## config.mk

```make
export PLATFORM = sky130hd
export DESIGN_NAME = stim_sweep_gen
export DESIGN_NICKNAME = d
export VERILOG_FILES = /design/src/rtl/stim_sweep_pkg.sv /design/src/rtl/stim_lfsr8.sv /design/src/rtl/stim_sweep_gen.sv
export SDC_FILE = /design/constraint.sdc
export NUM_CORES = 1
export LEC_CHECK = 0
export BUFFER_PORTS_ARGS = -buffer_cell sky130_fd_sc_hd__buf_2
export CAP_MARGIN = 5
export CORE_ASPECT_RATIO = 0.6
export CORE_MARGIN = 5
export CORE_UTILIZATION = 45
export CTS_BUF_LIST = sky130_fd_sc_hd__clkbuf_16
export CTS_CLUSTER_DIAMETER = 150
export DETAILED_ROUTE_END_ITERATION = 10
export PLACE_DENSITY = 0.66
export SLEW_MARGIN = 0
export SYNTH_ARGS = -nofsm -noshare
export SYNTH_HDL_FRONTEND = slang
export SYNTH_SLANG_ARGS = --single-unit
```

## constraint.sdc

```tcl
create_clock -name clk_i -period 5.1 [get_ports clk_i]
set_input_delay 1.02 -clock clk_i [delete_from_list [all_inputs] [get_ports clk_i]]
set_output_delay 1.02 -clock clk_i [all_outputs]
set_load 0.03 [all_outputs]
```

## src/rtl/stim_sweep_pkg.sv

```systemverilog
`default_nettype none
// ============================================================================
//  Module      : stim_sweep_pkg
//  Description : Shared types, constants and helpers for the stimulus sweep
//                generator (state encoding, vector width, LFSR taps and
//                sweep lengths).
//  Revision    : 1.0  initial release
// ============================================================================
package stim_sweep_pkg;

    localparam int VEC_W = 8;

    // Taps for x^8+x^6+x^5+x^4+1, applied to a left-shifting register whose
    // feedback enters bit 0.
    localparam logic [VEC_W-1:0] LFSR_TAPS = 8'b1011_1000;

    localparam int EXH_LEN  = 256;
    localparam int LFSR_LEN = 255;

    typedef enum logic [1:0] {
        IDLE  = 2'd0,
        RUN   = 2'd1,
        DRAIN = 2'd2,
        DONE  = 2'd3
    } sweep_state_t;

    // One LFSR step: shift left, feed the tap parity into bit 0.
    function automatic logic [VEC_W-1:0] lfsr_step(input logic [VEC_W-1:0] v);
        return {v[VEC_W-2:0], ^(v & LFSR_TAPS)};
    endfunction

    // The all-zero state locks the LFSR, so a zero seed is promoted to 1.
    function automatic logic [VEC_W-1:0] seed_fix(input logic [VEC_W-1:0] s);
        return (s == '0) ? {{(VEC_W-1){1'b0}}, 1'b1} : s;
    endfunction

endpackage : stim_sweep_pkg
`default_nettype wire

```

## src/rtl/stim_lfsr8.sv

```systemverilog
`default_nettype none
// ============================================================================
//  Module      : stim_lfsr8
//  Description : 8-bit maximal-length Fibonacci LFSR with synchronous load
//                and step enable. A load stores the step *after* the
//                (zero-protected) seed, so state_o always holds the vector
//                that follows the one currently being driven.
//  Revision    : 1.0  initial release
// ============================================================================
module stim_lfsr8
    import stim_sweep_pkg::*;
(
    input  logic             clk_i,
    input  logic             rst_i,
    input  logic             load_i,
    input  logic             en_i,
    input  logic [VEC_W-1:0] seed_i,
    output logic [VEC_W-1:0] state_o
);

    logic [VEC_W-1:0] r_state;

    // Load runs one step ahead of the seed; enable advances one step.
    always_ff @(posedge clk_i) begin
        if (rst_i) begin
            r_state <= {{(VEC_W-1){1'b0}}, 1'b1};
        end else if (load_i) begin
            r_state <= lfsr_step(seed_fix(seed_i));
        end else if (en_i) begin
            r_state <= lfsr_step(r_state);
        end
    end

    assign state_o = r_state;

endmodule : stim_lfsr8
`default_nettype wire

```

## src/rtl/stim_sweep_gen.sv

```systemverilog
`default_nettype none
// ============================================================================
//  Module      : stim_sweep_gen
//  Description : Drives an 8-input DUT with an exhaustive or LFSR vector
//                sweep, aligns each issued vector with the DUT's fixed
//                latency, and counts o1/o2 disagreements, remembering the
//                first failing vector.
//  Revision    : 1.0  initial release
// ============================================================================
module stim_sweep_gen
    import stim_sweep_pkg::*;
#(
    parameter int LAT = 1
)
(
    input  logic       clk_i,
    input  logic       rst_i,
    input  logic       start_i,
    input  logic       mode_i,
    input  logic [7:0] seed_i,
    output logic       a,
    output logic       b,
    output logic       c,
    output logic       d,
    output logic       e,
    output logic       f,
    output logic       g,
    output logic       h,
    input  logic       o1_i,
    input  logic       o2_i,
    output logic       busy_o,
    output logic       done_o,
    output logic [8:0] mis_cnt_o,
    output logic [7:0] first_bad_o,
    output logic       first_bad_vld_o
);

    // Last DRAIN count value; only meaningful when LAT > 0.
    localparam logic [3:0] c_DRAIN_LAST = (LAT > 0) ? 4'(LAT - 1) : 4'd0;
    localparam logic [8:0] c_EXH_LEN    = 9'(EXH_LEN);
    localparam logic [8:0] c_LFSR_LEN   = 9'(LFSR_LEN);

    sweep_state_t     r_state;
    sweep_state_t     w_state_nxt;

    logic             r_mode;
    logic [VEC_W-1:0] r_vec;
    logic [8:0]       r_issued;
    logic [3:0]       r_drain;

    logic [8:0]       r_mis;
    logic [VEC_W-1:0] r_fb;
    logic             r_fb_vld;

    logic             w_accept;
    logic             w_step;
    logic             w_last;
    logic             w_busy;
    logic             w_done;
    logic [VEC_W-1:0] w_lfsr_state;

    logic             w_in_vld;
    logic             w_tap_vld;
    logic [VEC_W-1:0] w_tap_vec;

    // The vector on a..h is the last of the sweep once the issue count
    // reaches the mode's sweep length.
    assign w_last = (r_issued == (r_mode ? c_LFSR_LEN : c_EXH_LEN));

    // State register.
    always_ff @(posedge clk_i) begin
        if (rst_i) begin
            r_state <= IDLE;
        end else begin
            r_state <= w_state_nxt;
        end
    end

    // Next-state decode plus the per-state strobes and status outputs.
    always_comb begin
        w_state_nxt = r_state;
        w_accept    = 1'b0;
        w_step      = 1'b0;
        w_busy      = 1'b0;
        w_done      = 1'b0;
        case (r_state)
            IDLE: begin
                if (start_i) begin
                    w_accept    = 1'b1;
                    w_state_nxt = RUN;
                end
            end
            RUN: begin
                w_busy = 1'b1;
                if (w_last) begin
                    w_state_nxt = (LAT == 0) ? DONE : DRAIN;
                end else begin
                    w_step = 1'b1;
                end
            end
            DRAIN: begin
                w_busy = 1'b1;
                if (r_drain == c_DRAIN_LAST) begin
                    w_state_nxt = DONE;
                end
            end
            DONE: begin
                w_done      = 1'b1;
                w_state_nxt = IDLE;
            end
            default: begin
                w_state_nxt = IDLE;
            end
        endcase
    end

    stim_lfsr8 u_lfsr (
        .clk_i   (clk_i),
        .rst_i   (rst_i),
        .load_i  (w_accept),
        .en_i    (w_step & r_mode),
        .seed_i  (seed_i),
        .state_o (w_lfsr_state)
    );

    // Vector generator: load on start, advance while RUN continues, and
    // force the DUT inputs to zero everywhere else.
    always_ff @(posedge clk_i) begin
        if (rst_i) begin
            r_mode   <= 1'b0;
            r_vec    <= '0;
            r_issued <= '0;
        end else if (w_accept) begin
            r_mode   <= mode_i;
            r_vec    <= mode_i ? seed_fix(seed_i) : '0;
            r_issued <= 9'd1;
        end else if (w_step) begin
            r_vec    <= r_mode ? w_lfsr_state : (r_vec + 8'd1);
            r_issued <= r_issued + 9'd1;
        end else begin
            r_vec    <= '0;
        end
    end

    // Counts DRAIN cycles so exactly LAT of them elapse before DONE.
    always_ff @(posedge clk_i) begin
        if (rst_i) begin
            r_drain <= '0;
        end else if (r_state == DRAIN) begin
            r_drain <= r_drain + 4'd1;
        end else begin
            r_drain <= '0;
        end
    end

    // A vector is "in flight" only while it is a genuine RUN vector.
    assign w_in_vld = (r_state == RUN);

    generate
        if (LAT == 0) begin : g_lat0
            // Combinational DUT: its outputs correspond to the current a..h.
            assign w_tap_vld = w_in_vld;
            assign w_tap_vec = r_vec;
        end else begin : g_pipe
            logic [LAT-1:0]   r_vld;
            logic [VEC_W-1:0] r_vecs [LAT];

            // Valid bits are reset so an aborted sweep leaves nothing to compare.
            always_ff @(posedge clk_i) begin
                if (rst_i) begin
                    r_vld <= '0;
                end else begin
                    r_vld[0] <= w_in_vld;
                    for (int i = 1; i < LAT; i++) begin
                        r_vld[i] <= r_vld[i-1];
                    end
                end
            end

            // Vector payload follows the valid bits; no reset needed.
            always_ff @(posedge clk_i) begin
                r_vecs[0] <= r_vec;
                for (int i = 1; i < LAT; i++) begin
                    r_vecs[i] <= r_vecs[i-1];
                end
            end

            assign w_tap_vld = r_vld[LAT-1];
            assign w_tap_vec = r_vecs[LAT-1];
        end
    endgenerate

    // Mismatch counter and first-failure capture; cleared by an accepted start.
    always_ff @(posedge clk_i) begin
        if (rst_i) begin
            r_mis    <= '0;
            r_fb     <= '0;
            r_fb_vld <= 1'b0;
        end else if (w_accept) begin
            r_mis    <= '0;
            r_fb     <= '0;
            r_fb_vld <= 1'b0;
        end else if (w_tap_vld && (o1_i != o2_i)) begin
            r_mis <= r_mis + 9'd1;
            if (!r_fb_vld) begin
                r_fb     <= w_tap_vec;
                r_fb_vld <= 1'b1;
            end
        end
    end

    assign {a, b, c, d, e, f, g, h} = r_vec;

    assign busy_o          = w_busy;
    assign done_o          = w_done;
    assign mis_cnt_o       = r_mis;
    assign first_bad_o     = r_fb;
    assign first_bad_vld_o = r_fb_vld;

endmodule : stim_sweep_gen
`default_nettype wire
```

======== Word-level counts from Yosys, hierarchy flattened ========
Memory sizes are Yosys's and may differ from the RTL's. A register that Yosys moved wholly into a read port is not among the register bits.
Cells that the tools add are included.
word-level totals
  flip-flop bits (word level) ............. 43
  memory bits (writable) .................. 8
  input bits .............................. 14
  word-level logic and storage cells ...... 59
  memories kept ........................... 1
operators by class
  add/sub/neg operators ................... 4
  equality and inequality tests ........... 8
  muxes and demuxes ....................... 20
  bitwise operators ....................... 3
  reductions and logical operators ........ 13
memories
  memory         words  width  read ports  clocked after memory_dff  wr ports  line                   text
  g_pipe.r_vecs  1      8      1           1                         1         stim_sweep_gen.sv:166  logic [VEC_W-1:0] r_vecs [LAT];
operator list
  kind                 count
  $mux 8               7
  $add 9x1->9 const B  2
  $reduce_xor 8->1     2
  $eq 9x9->1           1
  $mux 9               1
  $add 8x1->8 const B  1
  $logic_not 8->1      1
  $mux 1               8
  $pmux 2 s4           1
  $mux 2               3
  $ne 2x2->1 const B   3
  $reduce_or 2->1      3
  $add 4x1->4 const B  1
  $eq 2x2->1 const B   2
  $logic_not 4->1      1
  $reduce_bool 2->1    2
  $reduce_and 3->1     1
  $eq 2x1->1 const B   1
  $logic_not 2->1      1
  $not 1->1            2
  $reduce_and 2->1     1
  $and 1x1->1          1
  $logic_and 1x1->1    1
  $ne 1x1->1           1

======== Longest topological paths before layout ========
  word-level depth ........................ 7
  gate-level depth with buffers ........... 8

======== By module ========
From an unflattened synthesis, not the netlist that was laid out.
second synthesis, totals
  cell total of the unflattened synthesis .. 306
  area total of the unflattened synthesis .. 2,715.1 µm²
by module, submodules not included
  module          instances  cells each  area an instance (µm²)  sequential area each (µm²)
  stim_sweep_gen  1          252         2,265.9                 1,021.0
  stim_lfsr8      1          54          449.2                   160.2

======== Least setup slack after synthesis ========
No wires, ideal clock.
  path type ............................... input -> register
  start point ............................. in o2_i
  end point ............................... reg r_mis[6], in the netlist mis_cnt_o[6]
  setup time .............................. 0.071 ns
  arrival time ............................ 2.126 ns
  required time ........................... 5.029 ns
  slack ................................... 2.904 ns
  cell stages on the path ................. 4
  buffers on the path ..................... 0
  cells stage by stage .................... xor2_1 nand4_1 or3_1 a21oi_1
between the ends
  longest elaborated chain between the ends .. 2
ends and longest elaborated chain
  item                    line                   text
  start: declaration      stim_sweep_gen.sv:30   input logic o2_i,
  $ne 1x1->1              stim_sweep_gen.sv:203  end else if (w_tap_vld && (o1_i != o2_i)) begin
  $logic_and 1x1->1       stim_sweep_gen.sv:203
  end signal: assignment  stim_sweep_gen.sv:204  r_mis <= r_mis + 9'd1;
  end: declaration        stim_sweep_gen.sv:51   logic [8:0] r_mis;
No other way between the ends.
A chain may end at the register's enable or synchronous reset.

======== Final worst setup path ========
  start point ............................. reg r_mode
  end point ............................... reg r_issued[0]
between the ends
  longest elaborated chain between the ends .. 5
ends and longest elaborated chain
  item                         line                   text
  start: declaration           stim_sweep_gen.sv:46   logic r_mode;
  start signal: assignment     stim_sweep_gen.sv:134  r_mode <= mode_i;
  $mux 9                       stim_sweep_gen.sv:68   assign w_last = (r_issued == (r_mode ? c_LFSR_LEN : c_EXH_LEN));
  $eq 9x9->1                   stim_sweep_gen.sv:68
  $mux 1                       stim_sweep_gen.sv:95   if (w_last) begin
  $mux 1                       stim_sweep_gen.sv:86   case (r_state)
  $reduce_bool 2->1 (no line)  --
  end signal: assignment       stim_sweep_gen.sv:139  r_issued <= r_issued + 9'd1;
  end: declaration             stim_sweep_gen.sv:48   logic [8:0] r_issued;
No other way between the ends.

==> key figures <==
Outcome
  • Outcome: finished clean

Timing
  • Final min period: 2.68 ns
  • Final period util: 52.6%
  • Setup violators final: 0
  • Final TNS setup: 0 ns
  • Skew final: 0.00690 ns
  • Normalized max-slew margin: approximately a quarter
  • RSZ-0062 raised after global routing: no
  • Final number of hold-violating endpoints: 0
  • Final Max Tran Viols: 0
  • Fmax: 0.372 GHz
  • Worst-Margin Slew: ~1.1 ns

Placed design
  • Gpl congestion: 0.825
  • Post-detail-place hpwl: 4.65 mm
  • IO Port Bufs: 41

Synth
  • Synth Instances: 300
  • Syn_area_per_cell: between 9 and 10 µm²
  • Library cells used by synthesis: 47
  • Synth area leader: dfxtp_1
  • Synth Warn #: 0
  • Synth top area share: 43.3%
  • Seq cells post-synth: 59
  • Top cells by area, synth: dfxtp_1 43%, ha_1 4.6%, mux2i_1 4.4%
  • EDFF count, synth: 0
  • FFs w/ async S/R, synth: 0%
  • Synthesized cell area: about 2700 µm²
  • Seq/Total Area, Yosys: between 40% and 50%
  • Main flop type after synthesis: dfxtp_1
  • Post-synth net total: ~320

Route
  • DRC Markers: 0
  • Routed length per placed instance: 15.4 µm
  • Post-route ant nets: 0
  • Final WL: 6.60 mm
  • Post-DR vias/cell: roughly 5.4
  • DR iter-0 viols: 204
  • Vias: ~2300
  • DRT Pass-1 Iters: 4

Finish
  • Diode count: 0
  • Layout Nets: between 300 and 400
  • Synthesis-to-layout area growth: 19.9%
  • Layout cells sized above 1: 18.1%

Clock network
  • Post-CTS setup buffer count: 0
  • CTS tree: yes
  • CTS clk-pin slew, worst paths: 0.05 ns
  • CTS buffer count: 9
  • Hold-fix buffers, CTS: 0
  • CTS Buffer Depth: 2
  • Skew-Pair Late Insertion Delay: around 0.33 ns
  • Post_cts resized: 0
  • H-tree depth: 3
  • CTS Sinks: 59
  • Clk root buf: clkbuf_16

Worst setup path
  • Delay of the slowest critical-path stage: 0.89 ns
  • Cells along the critical path: or4b_1 -> o41ai_2 -> nor2_1 -> a311oi_1
  • R2R Setup Slk: 2.42 ns
  • Reg2reg end: r_issued[0]
  • Worst Setup End Kind: flip-flop
  • Slowest cell on crit path: o41ai_2
  • Reg2reg path depth: 4
  • Critical path required time: around 5.3 ns
  • Worst-path fanout max: 21
  • CP arrival: 2.93 ns
  • Worst setup SP type: flip-flop
  • R2r startpoint: r_mode
  • Kind of critical path: flip-flop to flip-flop

Die
  • Die height: between 70 and 80 µm
  • Initial Utilization: 45.4%
  • Std cell rows: 22
  • Total core area: 6000 µm²
  • Die area: approximately 7800 µm²
  • IO Pins: 42
  • Die X: 110 µm

Power
  • Design Power: roughly 1.6 mW
  • Static Leak: 1.30 nW
  • Max rail drop VDD: about 0.35 mV
  • Pwr/cell area: 481 nW/µm²

Flow run
  • Max Cap Violations: 0

GRT
  • Initial antenna violation count: 0
  • Overflow after GRT: 0
  • Gr usage total: 17.2%
  • Largest net degree at the start of global routing: 28
  • First-pass GRT wire length: between 10 and 15 mm
  • Vias in the first global route: 2095

Worst hold path
  • Hold depth: 0
  • Hold path endpoint: g_pipe.r_vecs[0][7]
  • Hold path startpoint: r_vec[7]
  • Hold WC Path Type: flip-flop to flip-flop
==> state kept, by name, indices dropped and copies added (netlist names) <==
| register | count |
|---|---|
| first_bad_o | 8 |
| first_bad_vld_o | 1 |
| g_pipe.r_vecs | 8 |
| g_pipe.r_vld | 1 |
| mis_cnt_o | 9 |
| r_drain | 4 |
| r_issued | 9 |
| r_mode | 1 |
| r_state | 2 |
| r_vec | 8 |
| u_lfsr.state_o | 8 |
==> cells in the final DEF, fill, tap and decap left out, drive strengths merged, types with 8 or more instances in the layout <==
master	synthesis	routed
nand3	10	10
clkbuf	10	9
o31ai	14	14
buf	5	42
nor2	28	28
mux2i	12	12
dfxtp	59	59
xnor2	9	9
o21ai	16	16
xor2	8	8
inv	10	11
a21oi	16	16
ha	10	10
nand4	11	11
nand2	22	22
==> Yosys cell counts, types with 2 or more instances <==
master,count
a21oi_1,16
a311oi_1,6
a31oi_1,3
and2_1,3
and3_1,3
buf_1,2
clkbuf_1,10
clkinv_1,2
dfxtp_1,59
ha_1,10
inv_1,10
mux2i_1,12
nand2_1,22
nand2b_1,3
nand3_1,10
nand4_1,11
nor2_1,28
nor3_1,7
nor4_1,2
o21a_1,2
o21ai_0,16
o31ai_1,14
or3_1,5
or4_1,6
xnor2_1,9
xor2_1,8
==> logic make-up (layout without fill, tap and decap cells) <==
kind of cell    Yosys count  count (layout)  share of synthesized area, %
flops                    59              59                          43.3
fa+ha+maj                10              10                          4.59
mux                      12              12                          4.41
xor+xnor                 17              17                          5.46
buf+inv                  27              70                          4.18
compound gates           69              69                          18.1
simple gates            106             106                          19.9
==> power breakdown <==
group | internal [mW] | total, mW | switching, mW
Clock | 0.375 | 0.591 | 0.216
Sequential | 0.519 | 0.597 | 0.0779
Combinational | 0.140 | 0.385 | 0.245
Total | 1.03 | 1.57 | 0.539
==> per-layer routing <==
layer	up-vias	routed length (µm)	part of all wire, %	global-route usage (%)
met5	-	0	0	0
met4	0	23	0.35	5.05
met3	2	547	8.3	7.45
met2	86	2610	39	22.0
met1	1057	3420	52	25.5
li1	1178	-	-	-
==> worst max-delay path, delay by kind of cell (launching register included) <==
kind,cells,cell delay (ns)
flip-flops,1,0.57
AND/OR/NAND/NOR,2,0.84
AO/OA/AOI/OAI,2,1.19
==> final cells by class <==
| type | count | area [µm²] |
|---|---|---|
| inverters | 12 | 45.0 |
| fillers | 574 | 2730 |
| multi-input cells | 214 | 1430 |
| well taps | 84 | 105 |
| repair buffers | 42 | 213 |
| clock buffers | 9 | 225 |
| clock inverters | 7 | 67.6 |
| flip-flops and latches | 59 | 1180 |
==> worst max path at each step <==
stage                  from           end  slack (ns)
floorplan              o2_i  mis_cnt_o[6]        2.90
global placement    start_i   r_issued[7]        2.33
detailed placement  start_i   r_issued[7]        2.26
CTS                  r_mode   r_issued[0]        2.41
global route         r_mode   r_issued[0]        2.24
finish               r_mode   r_issued[0]        2.42
==> per-stage QoR <==
stage / worst slack, ns / cell area (µm²) / instances / util [%] / hold slack, ns
finish: 2.42 / 3270 / 427 / 54.5 / 0.394
CTS: 2.41 / 3270 / 427 / 54.5 / 0.392
floorplan: 2.90 / 2730 / 300 / - / 0.430
detailed placement: 2.26 / 2980 / 411 / 49.6 / 0.383
global placement: 2.33 / 2980 / 411 / 49.6 / 0.384
global route: 2.24 / 3270 / 427 / 54.5 / 0.404
Note: power is estimated with default switching activity, not from simulation.
